$ cat src/rtl/qlog2_pkg.sv
// Shared types and helpers for the qlog2_seq repeated-squaring base-2 logarithm unit.
package qlog2_pkg;

    // Widest input word the leading-one search supports.
    localparam int unsigned MAX_W = 256;

    typedef enum logic [1:0] {
        IDLE,
        NORM,
        SQUARE,
        DONE
    } state_e;

    function automatic int unsigned res_w(input int unsigned width, input int unsigned out_frac);
        return $clog2(width) + 1 + out_frac;
    endfunction

    // Index of the most significant set bit; 0 for an all-zero word.
    function automatic int unsigned lead_one(input logic [MAX_W-1:0] v);
        int unsigned idx;
        idx = 0;
        for (int unsigned i = 0; i < MAX_W; i++) begin
            if (v[i]) idx = i;
        end
        return idx;
    endfunction

endpackage

$ cat src/rtl/qsquare.sv
// Combinational unsigned squarer: WIDTH-bit operand, full 2*WIDTH-bit product.
module qsquare #(
    parameter int unsigned WIDTH = 32
) (
    input  logic [WIDTH-1:0]   a,
    output logic [2*WIDTH-1:0] p
);

    logic [2*WIDTH-1:0] a_ext;

    always_comb begin
        a_ext = {{WIDTH{1'b0}}, a};
        p     = a_ext * a_ext;
    end

endmodule

$ cat src/rtl/qlog2_seq.sv
// Sequential unsigned fixed-point log2 via leading-one normalisation plus one squaring per fraction bit.
// Define QLOG2_ROUND_EN for a guard-bit iteration with round-half-up and positive saturation.
module qlog2_seq
    import qlog2_pkg::*;
#(
    parameter  int unsigned WIDTH    = 32,
    parameter  int unsigned FRAC     = 16,
    parameter  int unsigned OUT_FRAC = 16,
    localparam int unsigned RES_W    = res_w(WIDTH, OUT_FRAC)
) (
    input  logic             clk,
    input  logic             rst,
    input  logic             in_valid,
    output logic             in_ready,
    input  logic [WIDTH-1:0] in_x,
    output logic             out_valid,
    input  logic             out_ready,
    output logic [RES_W-1:0] out_log,
    output logic             out_err
);

    localparam int unsigned INT_W = $clog2(WIDTH) + 1;
`ifdef QLOG2_ROUND_EN
    localparam int unsigned FB = OUT_FRAC + 1;
`else
    localparam int unsigned FB = OUT_FRAC;
`endif
    localparam int unsigned CNT_W = $clog2(FB + 1);
    localparam logic [RES_W-1:0] RES_MIN = {1'b1, {(RES_W-1){1'b0}}};
`ifdef QLOG2_ROUND_EN
    localparam logic [RES_W-1:0] RES_MAX = {1'b0, {(RES_W-1){1'b1}}};
`endif

    state_e             state_q, state_d;
    logic [WIDTH-1:0]   m_q, m_d;
    logic [INT_W-1:0]   n_q, n_d;
    logic [FB-1:0]      frac_q, frac_d;
    logic [CNT_W-1:0]   cnt_q, cnt_d;
    logic [RES_W-1:0]   log_q, log_d;
    logic               err_q, err_d;

    logic [2*WIDTH-1:0] sq_p;
    logic               sq_bit;
    int unsigned        lead;
`ifdef QLOG2_ROUND_EN
    logic [RES_W-1:0]   trunc;
`endif
    logic               unused_sq;

    qsquare #(.WIDTH(WIDTH)) u_sq (
        .a (m_q),
        .p (sq_p)
    );

    assign unused_sq = ^sq_p[WIDTH-2:0];

    always_comb begin
        state_d = state_q;
        m_d     = m_q;
        n_d     = n_q;
        frac_d  = frac_q;
        cnt_d   = cnt_q;
        log_d   = log_q;
        err_d   = err_q;
        lead    = lead_one(MAX_W'(m_q));
        sq_bit  = sq_p[2*WIDTH-1];
`ifdef QLOG2_ROUND_EN
        trunc   = '0;
`endif
        case (state_q)
            IDLE: begin
                if (in_valid) begin
                    m_d     = in_x;
                    state_d = NORM;
                end
            end
            NORM: begin
                if (m_q == '0) begin
                    err_d   = 1'b1;
                    log_d   = RES_MIN;
                    state_d = DONE;
                end else begin
                    err_d   = 1'b0;
                    n_d     = INT_W'(int'(lead) - int'(FRAC));
                    m_d     = m_q << (WIDTH - 1 - lead);
                    frac_d  = '0;
                    cnt_d   = '0;
                    state_d = SQUARE;
                end
            end
            SQUARE: begin
                // Square >= 2 means the fraction bit is 1; renormalise back into [1,2).
                frac_d = (frac_q << 1) | FB'(sq_bit);
                m_d    = sq_bit ? sq_p[2*WIDTH-1:WIDTH] : sq_p[2*WIDTH-2:WIDTH-1];
                cnt_d  = cnt_q + CNT_W'(1);
                if (cnt_q == CNT_W'(FB - 1)) begin
                    state_d = DONE;
`ifdef QLOG2_ROUND_EN
                    trunc = {n_q, frac_d[FB-1:1]};
                    if (frac_d[0] && (trunc == RES_MAX)) begin
                        log_d = RES_MAX;
                    end else begin
                        log_d = trunc + RES_W'(frac_d[0]);
                    end
`else
                    log_d = {n_q, frac_d};
`endif
                end
            end
            DONE: begin
                if (out_ready) state_d = IDLE;
            end
            default: state_d = IDLE;
        endcase
    end

    always_ff @(posedge clk) begin
        if (rst) begin
            state_q <= IDLE;
            m_q     <= '0;
            n_q     <= '0;
            frac_q  <= '0;
            cnt_q   <= '0;
            log_q   <= '0;
            err_q   <= 1'b0;
        end else begin
            state_q <= state_d;
            m_q     <= m_d;
            n_q     <= n_d;
            frac_q  <= frac_d;
            cnt_q   <= cnt_d;
            log_q   <= log_d;
            err_q   <= err_d;
        end
    end

    assign in_ready  = (state_q == IDLE);
    assign out_valid = (state_q == DONE);
    assign out_log   = log_q;
    assign out_err   = err_q;

endmodule

$ cat config.mk
export PLATFORM = sky130hd
export DESIGN_NAME = qlog2_seq
export DESIGN_NICKNAME = d
export VERILOG_FILES = /design/src/rtl/qlog2_pkg.sv /design/src/rtl/qsquare.sv /design/src/rtl/qlog2_seq.sv
export SDC_FILE = /design/constraint.sdc
export NUM_CORES = 2
export LEC_CHECK = 0
export CORE_MARGIN = 3
export CORE_UTILIZATION = 35
export CTS_BUF_LIST = sky130_fd_sc_hd__clkbuf_4 sky130_fd_sc_hd__clkbuf_8
export DETAILED_ROUTE_END_ITERATION = 10
export PLACE_DENSITY = 0.53
export REMOVE_ABC_BUFFERS = 1
export SETUP_SLACK_MARGIN = 0.3
export SLEW_MARGIN = 20
export SYNTH_ARGS = -nofsm -noshare
export SYNTH_HDL_FRONTEND = slang
export SYNTH_SLANG_ARGS = --single-unit
$ cat constraint.sdc
create_clock -name clk -period 8.8 [get_ports clk]
set_input_delay 0.88 -clock clk [delete_from_list [all_inputs] [get_ports clk]]
set_output_delay 0.88 -clock clk [all_outputs]
set_load 0.05 [all_outputs]
# After elaboration in Yosys (flattened, before gate mapping)

Cells that the tools add are included.

Logic and storage cells: 80
Register bits: 83
Output and inout bits: 25
Bits of input ports: 36

Reductions and logical operators: 9
Mux-type cells: 48
Bitwise operators: 2
Add/sub/neg operators: 3
Shift operators: 1
Equal/unequal tests: 9
$mul: 1

Operator list:

| kind                    | count |
|---|---|
| $mux W32                | 32 |
| $pmux W32 S3            | 1 |
| $mul A32 B32 Y64        | 1 |
| $mux W22                | 2 |
| $pmux W22 S2            | 1 |
| $logic_not A32 Y1       | 1 |
| $shl A32 B32 Y32        | 1 |
| $sub A5 B32 Y32 const A | 1 |
| $pmux W15 S2            | 1 |
| $or A16 B1 Y16          | 1 |
| $mux W15                | 1 |
| $pmux W5 S2             | 1 |
| $reduce_and A3 Y1       | 3 |
| $mux W2                 | 4 |
| $ne A2 B2 Y1 const B    | 4 |
| $pmux W2 S4             | 1 |
| $sub A6 B6 Y6 const B   | 1 |
| $add A5 B1 Y5 const B   | 1 |
| $eq A5 B4 Y1 const B    | 1 |
| $mux W5                 | 1 |
| $eq A2 B2 Y1 const B    | 2 |
| $reduce_and A2 Y1       | 2 |
| $mux W1                 | 3 |
| $reduce_bool A3 Y1      | 1 |
| 5 further kinds         | 5 |

# Longest topological paths before layout

Depth after elaboration: 35
Depth in mapped cells: 34
Mapped depth without buffers: 28

# By module

Synthesis repeated with hierarchy kept, for this count alone.

Cell total of the unflattened synthesis: 4039
Area total of the unflattened synthesis: 35975.8 um^2

By module, submodules not included:

| module    | instances | area each (um^2) | cells an instance |
|---|---|---|---|
| qsquare   | 1         | 29569.6          | 3205 |
| qlog2_seq | 1         | 6406.1           | 834 |

# Worst setup path after synthesis

Ideal clock, no wire load.

Kind: reg-to-reg
Start: register m_q[5]
End: register m_q[24]
Buffers on the path: 4
Data required time: 8.676 ns
Cell stages (with the launch flop): 31
Data arrival time: 8.105 ns
Period minus slack after synthesis: 8.228 ns
Setup slack: 0.572 ns
Cell sequence: dfxtp_1 buf_2 clkbuf_1 clkbuf_1 nand2_1 fa_1 inv_1 fa_1 fa_1 inv_1 fa_1 inv_1 fa_1 fa_1 fa_1 inv_1 fa_1 inv_1 ha_1 buf_2 a21oi_1 o21ai_0 a22o_1 or3b_1 a31oi_2 o21ai_2 a221oi_4 xor2_4 mux2_2 a221oi_1 o21ai_0

Longest elaborated chain between the ends: 31
Elaborated cells on any way between the ends: 36
Classes of those cells: add/sub (1); mul (1); eq/ne (1); shift (1); mux (30); reduce/logical (2)

RTL lines:

| element                 | line             | text |
|---|---|---|
| start, declared         | qlog2_seq.sv:35  | `logic [WIDTH-1:0] m_q, m_d;` |
| start signal, assigned  | qlog2_seq.sv:128 | `m_q <= m_d;` |
| $mux W32 (27 in series) | qlog2_pkg.sv:23  | `if (v[i]) idx = i;` |
| $sub A5 B32 Y32         | qlog2_seq.sv:85  | `m_d = m_q << (WIDTH - 1 - lead);` |
| $shl A32 B32 Y32        | qlog2_seq.sv:85  |  |
| $mux W32                | qlog2_seq.sv:78  | `if (m_q == '0) begin` |
| $pmux W32 S3            | qlog2_seq.sv:70  | `case (state_q)` |

Several ways; a longest one is shown, not always the timed one. The select of a mux whose other input is x is not followed.
A chain may end at the register's enable or synchronous reset.

# Worst setup path after layout

Start: register m_q[7]
End: register m_q[19]

Longest elaborated chain between the ends: 29
Elaborated cells on any way between the ends: 34
Classes of those cells: add/sub (1); mul (1); eq/ne (1); shift (1); mux (28); reduce/logical (2)

RTL lines:

| element                 | line |
|---|---|
| $mux W32 (25 in series) | qlog2_pkg.sv:23 |
| $sub A5 B32 Y32         | qlog2_seq.sv:85 |
| $shl A32 B32 Y32        | qlog2_seq.sv:85 |
| $mux W32                | qlog2_seq.sv:78 |
| $pmux W32 S3            | qlog2_seq.sv:70 |

Several ways; a longest one is shown, not always the timed one. The select of a mux whose other input is x is not followed.

==> impl_metrics.py <==
metrics = {
    "synthesis": {
        "yosys_register_bits": 82,
        "post_synth_and_or_nand_nor_area_fraction_pct": 12.38,
        "synth_area_per_cell_um2": 8.948,
        "netlist.area_leader.share_pct": 45.51,
        "yosys.area_share.adder_pct": 56.40,
        "ys_async_sr_fraction_pct": 0,
        "synth-compound-area-share_pct": 8.644,
        "synth_top_family_by_area": "adder cells",
        "synthDistinctLibCells": 76,
        "synth.mux.area_fraction_pct": 2.740,
        "synthXorXnorAreaFrac_pct": 2.068,
        "synth.cell_area_um2": 34800,
        "yosysSeqAreaShare_pct": 4.718,
        "netlist_instances": 3889,
        "synth_top_flop_cell": "sky130_fd_sc_hd__dfxtp_1",
        "synth-edff-count": 0,
        "synth.yosys.warnings": 0,
        "synth_top_cells_by_area": "sky130_fd_sc_hd__fa_1 (46%), sky130_fd_sc_hd__ha_1 (11%), sky130_fd_sc_hd__inv_1 (11%)",
        "largest_area_contributor_in_the_netlist": "sky130_fd_sc_hd__fa_1",
    },
    "cts": {
        "cts-root-to-sink-buffers": 2,
        "cts_sinks": 82,
        "worstSkewPairLatency_ns": 0.39,
        "cts_h_tree_lvls": 3,
        "cts_inserted_buffers": 9,
        "cts_root_buffer": "sky130_fd_sc_hd__clkbuf_8",
        "cts_tree": "done",
        "cts.clk_slew.worst_paths_ns": 0.11,
    },
    "placed_design": {
        "postPlaceCellArea_um2": 37780,
        "place.port_buffers": 60,
        "place.gp.congestion": 0.9484,
        "dpl_worst_slack_ns": 0.04997,
        "post-dp-hpwl_um": 90530,
    },
    "sta": {
        "worstMarginPinSlew_ns": 0.9334,
        "relSlewSlack_pct": 37.77,
        "final_layout_setup_total_negative_slack_ns": 0,
        "timing.final.crit_share_pct": 94.74,
        "fin_crit_ns": 8.337,
        "final_setup_violation_count": 0,
        "upper_clock_frequency_limit_mhz": 119.9,
        "final.setup.worst_slack_ns": 0.4628,
        "fin_hold_ws_ns": 0.4580,
        "timing.final.max_slew_violations": 0,
        "grt_setup_unrepaired": "false",
        "finClkSkew_ns": 0.01274,
        "finalHoldViolations": 0,
    },
    "global_route": {
        "grt_pass1_vias": 28940,
        "number_of_antenna_violations_at_the_first_check_in_global_routing": 5,
        "globalRoute.totalOverflow": 0,
        "maximum_number_of_pins_on_one_net_before_global_route_repair": 53,
        "grt_use_total_pct": 21.91,
        "grt_pass1_wl_um": 173300,
    },
    "route": {
        "wl_per_cell_um": 21.35,
        "antenna_left": 0,
        "detailroute.via_count": 26790,
        "drc_errors": 0,
        "first_iter_violations": 1820,
        "finalWirelength_um": 113100,
        "viasPerCell": 5.056,
        "drt_pre_antenna_iters": 5,
    },
    "die": {
        "design.core.area_um2": 98420,
        "die_x_um": 321.3,
        "ioPinCount": 61,
        "row_count": 115,
        "initial_utilization_pct": 35.36,
        "die_area_um2": 103200,
        "die-height_um": 321.3,
    },
    "critical_path": {
        "critPathArrivalTime_ns": 8.58,
        "path_class": "reg -> reg",
        "worst_setup_path_start_kind": "flip-flop",
        "reg2reg_depth": 30,
        "slowest_delay_ns": 0.53,
        "worstSetupEndpointType": "flip-flop",
        "timing.critical_path.from": "m_q[7]",
        "r2r_start": "m_q[7]",
        "worst_path_most_repeated_cell": "sky130_fd_sc_hd__fa_1",
        "critPathSlowestCell": "sky130_fd_sc_hd__fa_1",
        "cp_data_required_time_ns": 9.04,
        "path_max_fanout": 4,
    },
    "cells_and_area": {
        "area_growth_from_synthesis_to_layout_pct": 12.73,
        "finish.net_count": 5136,
        "register_area_um2": 1752,
        "post_route_cells_drive_above_1_share_pct": 10.12,
        "footprint_of_the_multi_input_gates_um2": 28930,
        "nFillCells": 10150,
        "design_area_um2": 39230,
    },
    "run_status": {
        "status": "finished, final reports clean",
    },
    "min_path": {
        "path_type_of_the_worst_min_delay_path": "reg -> reg",
        "worst_hold_startpoint": "out_log[12]",
        "hold_path_depth": 2,
    },
    "job": {
        "drv.max_cap_violation_count": 0,
    },
}
[worst max-delay path: cells and delay by family, from the launching register on]
family | cells | cell delay, ns
flip-flops | 1 | 0.39
adder cells (fa/ha/maj) | 9 | 4.26
XOR/XNOR | 1 | 0.27
buffers and inverters | 9 | 1.33
AO/OA/AOI/OAI | 6 | 1.33
AND/OR/NAND/NOR | 5 | 0.58
[area by class of cell]
cell class	count	area share, %
clock inverter	7	0.1691
timing repair buffer	305	7.665
inverter	988	9.528
clock buffer	9	0.3158
multi-input combinational	2620	73.74
tap	1287	4.105
antenna	1	0.006380
sequential	82	4.466
[metal layers]
layer  vias up  GRT usage, %  routed length (µm)  part of all wire, %
met5         -             0                  27                0.024
met4         4         5.240                3290                  2.9
met3       151         2.674                6800                  6.0
met2       818         37.80               54830                   48
met1     13720         29.38               48160                   43
li1      12100             -                   -                    -
[cells in the mapped netlist, types with 5 or more instances]
library cell / number
sky130_fd_sc_hd__a211oi_1: 28
sky130_fd_sc_hd__a21boi_0: 5
sky130_fd_sc_hd__a21o_1: 35
sky130_fd_sc_hd__a21oi_1: 142
sky130_fd_sc_hd__a221o_1: 8
sky130_fd_sc_hd__a221oi_1: 16
sky130_fd_sc_hd__a22oi_1: 5
sky130_fd_sc_hd__a311oi_1: 6
sky130_fd_sc_hd__a31o_2: 10
sky130_fd_sc_hd__a31oi_1: 13
sky130_fd_sc_hd__and2_1: 225
sky130_fd_sc_hd__and3_1: 10
sky130_fd_sc_hd__buf_1: 7
sky130_fd_sc_hd__buf_2: 23
sky130_fd_sc_hd__clkbuf_1: 161
sky130_fd_sc_hd__clkinv_1: 8
sky130_fd_sc_hd__dfxtp_1: 82
sky130_fd_sc_hd__fa_1: 791
sky130_fd_sc_hd__ha_1: 303
sky130_fd_sc_hd__inv_1: 980
sky130_fd_sc_hd__mux2_2: 16
sky130_fd_sc_hd__mux2i_1: 66
sky130_fd_sc_hd__mux4_2: 5
sky130_fd_sc_hd__nand2_1: 379
sky130_fd_sc_hd__nand2b_1: 7
sky130_fd_sc_hd__nand3_1: 62
sky130_fd_sc_hd__nand4_1: 16
sky130_fd_sc_hd__nor2_1: 118
sky130_fd_sc_hd__nor2b_1: 14
sky130_fd_sc_hd__nor3_1: 27
sky130_fd_sc_hd__nor4_1: 9
sky130_fd_sc_hd__o2111ai_1: 7
sky130_fd_sc_hd__o211ai_1: 18
sky130_fd_sc_hd__o21a_1: 10
sky130_fd_sc_hd__o21ai_0: 86
sky130_fd_sc_hd__o21ai_1: 5
sky130_fd_sc_hd__o21bai_1: 11
sky130_fd_sc_hd__o221ai_1: 6
sky130_fd_sc_hd__o31ai_1: 6
sky130_fd_sc_hd__or2_2: 8
sky130_fd_sc_hd__or3_1: 10
sky130_fd_sc_hd__xnor2_1: 44
sky130_fd_sc_hd__xor2_1: 35
[per-stage QoR]
step / instances / util (%)
after floorplan: 3690 / -
after CTS: 5245 / 38.77
after detailed placement: 5222 / 38.39
final: 5299 / 39.86
after global placement: 5222 / 38.39
after global routing: 5298 / 39.85
[worst paths after layout]
| path | slack (ns) | end |
|---|---|---|
| hold / removal | 0.46 | out_log[12] |
| setup reg to reg | 0.46 | m_q[19] |
| setup / recovery | 0.46 | m_q[19] |
| hold reg to reg | 0.46 | out_log[12] |
[placed cells by master (no fill, tap or decap), types with 13 or more instances in the layout]
cell type                         netlist  routed
sky130_fd_sc_hd__a211oi_1              28      24
sky130_fd_sc_hd__nand3_1               62      62
sky130_fd_sc_hd__o211ai_1              18      18
sky130_fd_sc_hd__nor2b_1               14      14
sky130_fd_sc_hd__and2_1               225     220
sky130_fd_sc_hd__o21ai_0               86      81
sky130_fd_sc_hd__a221oi_1              16      14
sky130_fd_sc_hd__a21o_1                35      35
sky130_fd_sc_hd__dfxtp_1               82      50
sky130_fd_sc_hd__buf_12                 0      25
sky130_fd_sc_hd__nand4_1               16      16
sky130_fd_sc_hd__a21oi_1              142     137
sky130_fd_sc_hd__buf_6                  3      13
sky130_fd_sc_hd__mux2i_1               66      66
sky130_fd_sc_hd__mux2_2                16      16
sky130_fd_sc_hd__ha_1                 303     293
sky130_fd_sc_hd__nor2_1               118     106
sky130_fd_sc_hd__nand2_1              379     377
sky130_fd_sc_hd__inv_1                980     977
sky130_fd_sc_hd__nor3_1                27      26
sky130_fd_sc_hd__dfxtp_4                0      28
sky130_fd_sc_hd__fa_1                 791     787
sky130_fd_sc_hd__xor2_1                35      34
sky130_fd_sc_hd__buf_4                  3     192
sky130_fd_sc_hd__clkdlybuf4s50_1        0      59
sky130_fd_sc_hd__xnor2_1               44      44
[cells by family after synthesis]
group / after synthesis
DFF: 82
adders and majority gates: 1094
muxes: 87
buffers and inverters: 1187
AOI/OAI and AO/OA: 458
and+or+nand+nor: 901
xor gates and xnor gates: 80
[registers in the layout, summed over array words and instances, names as in the netlist]
register and cells:
state_q 2, m_q 32, out_err 1, frac_q 15, out_log 22, n_q 5, cnt_q 5
[what timing repair did]
| action | 4_1_cts | 5_1_grt |
|---|---|---|
| gates resized for setup | 32 | 123 |
| gates cloned | 1 | 8 |
| endpoints found under the setup margin | 33 | 34 |
| setup buffers | 6 | 45 |
| hold buffers | 0 | 0 |
| pin swaps | 3 | 27 |
Power is left out: the tool's default activity adds up to more than one toggle a clock period on the data nets, which glitch-free logic cannot reach.
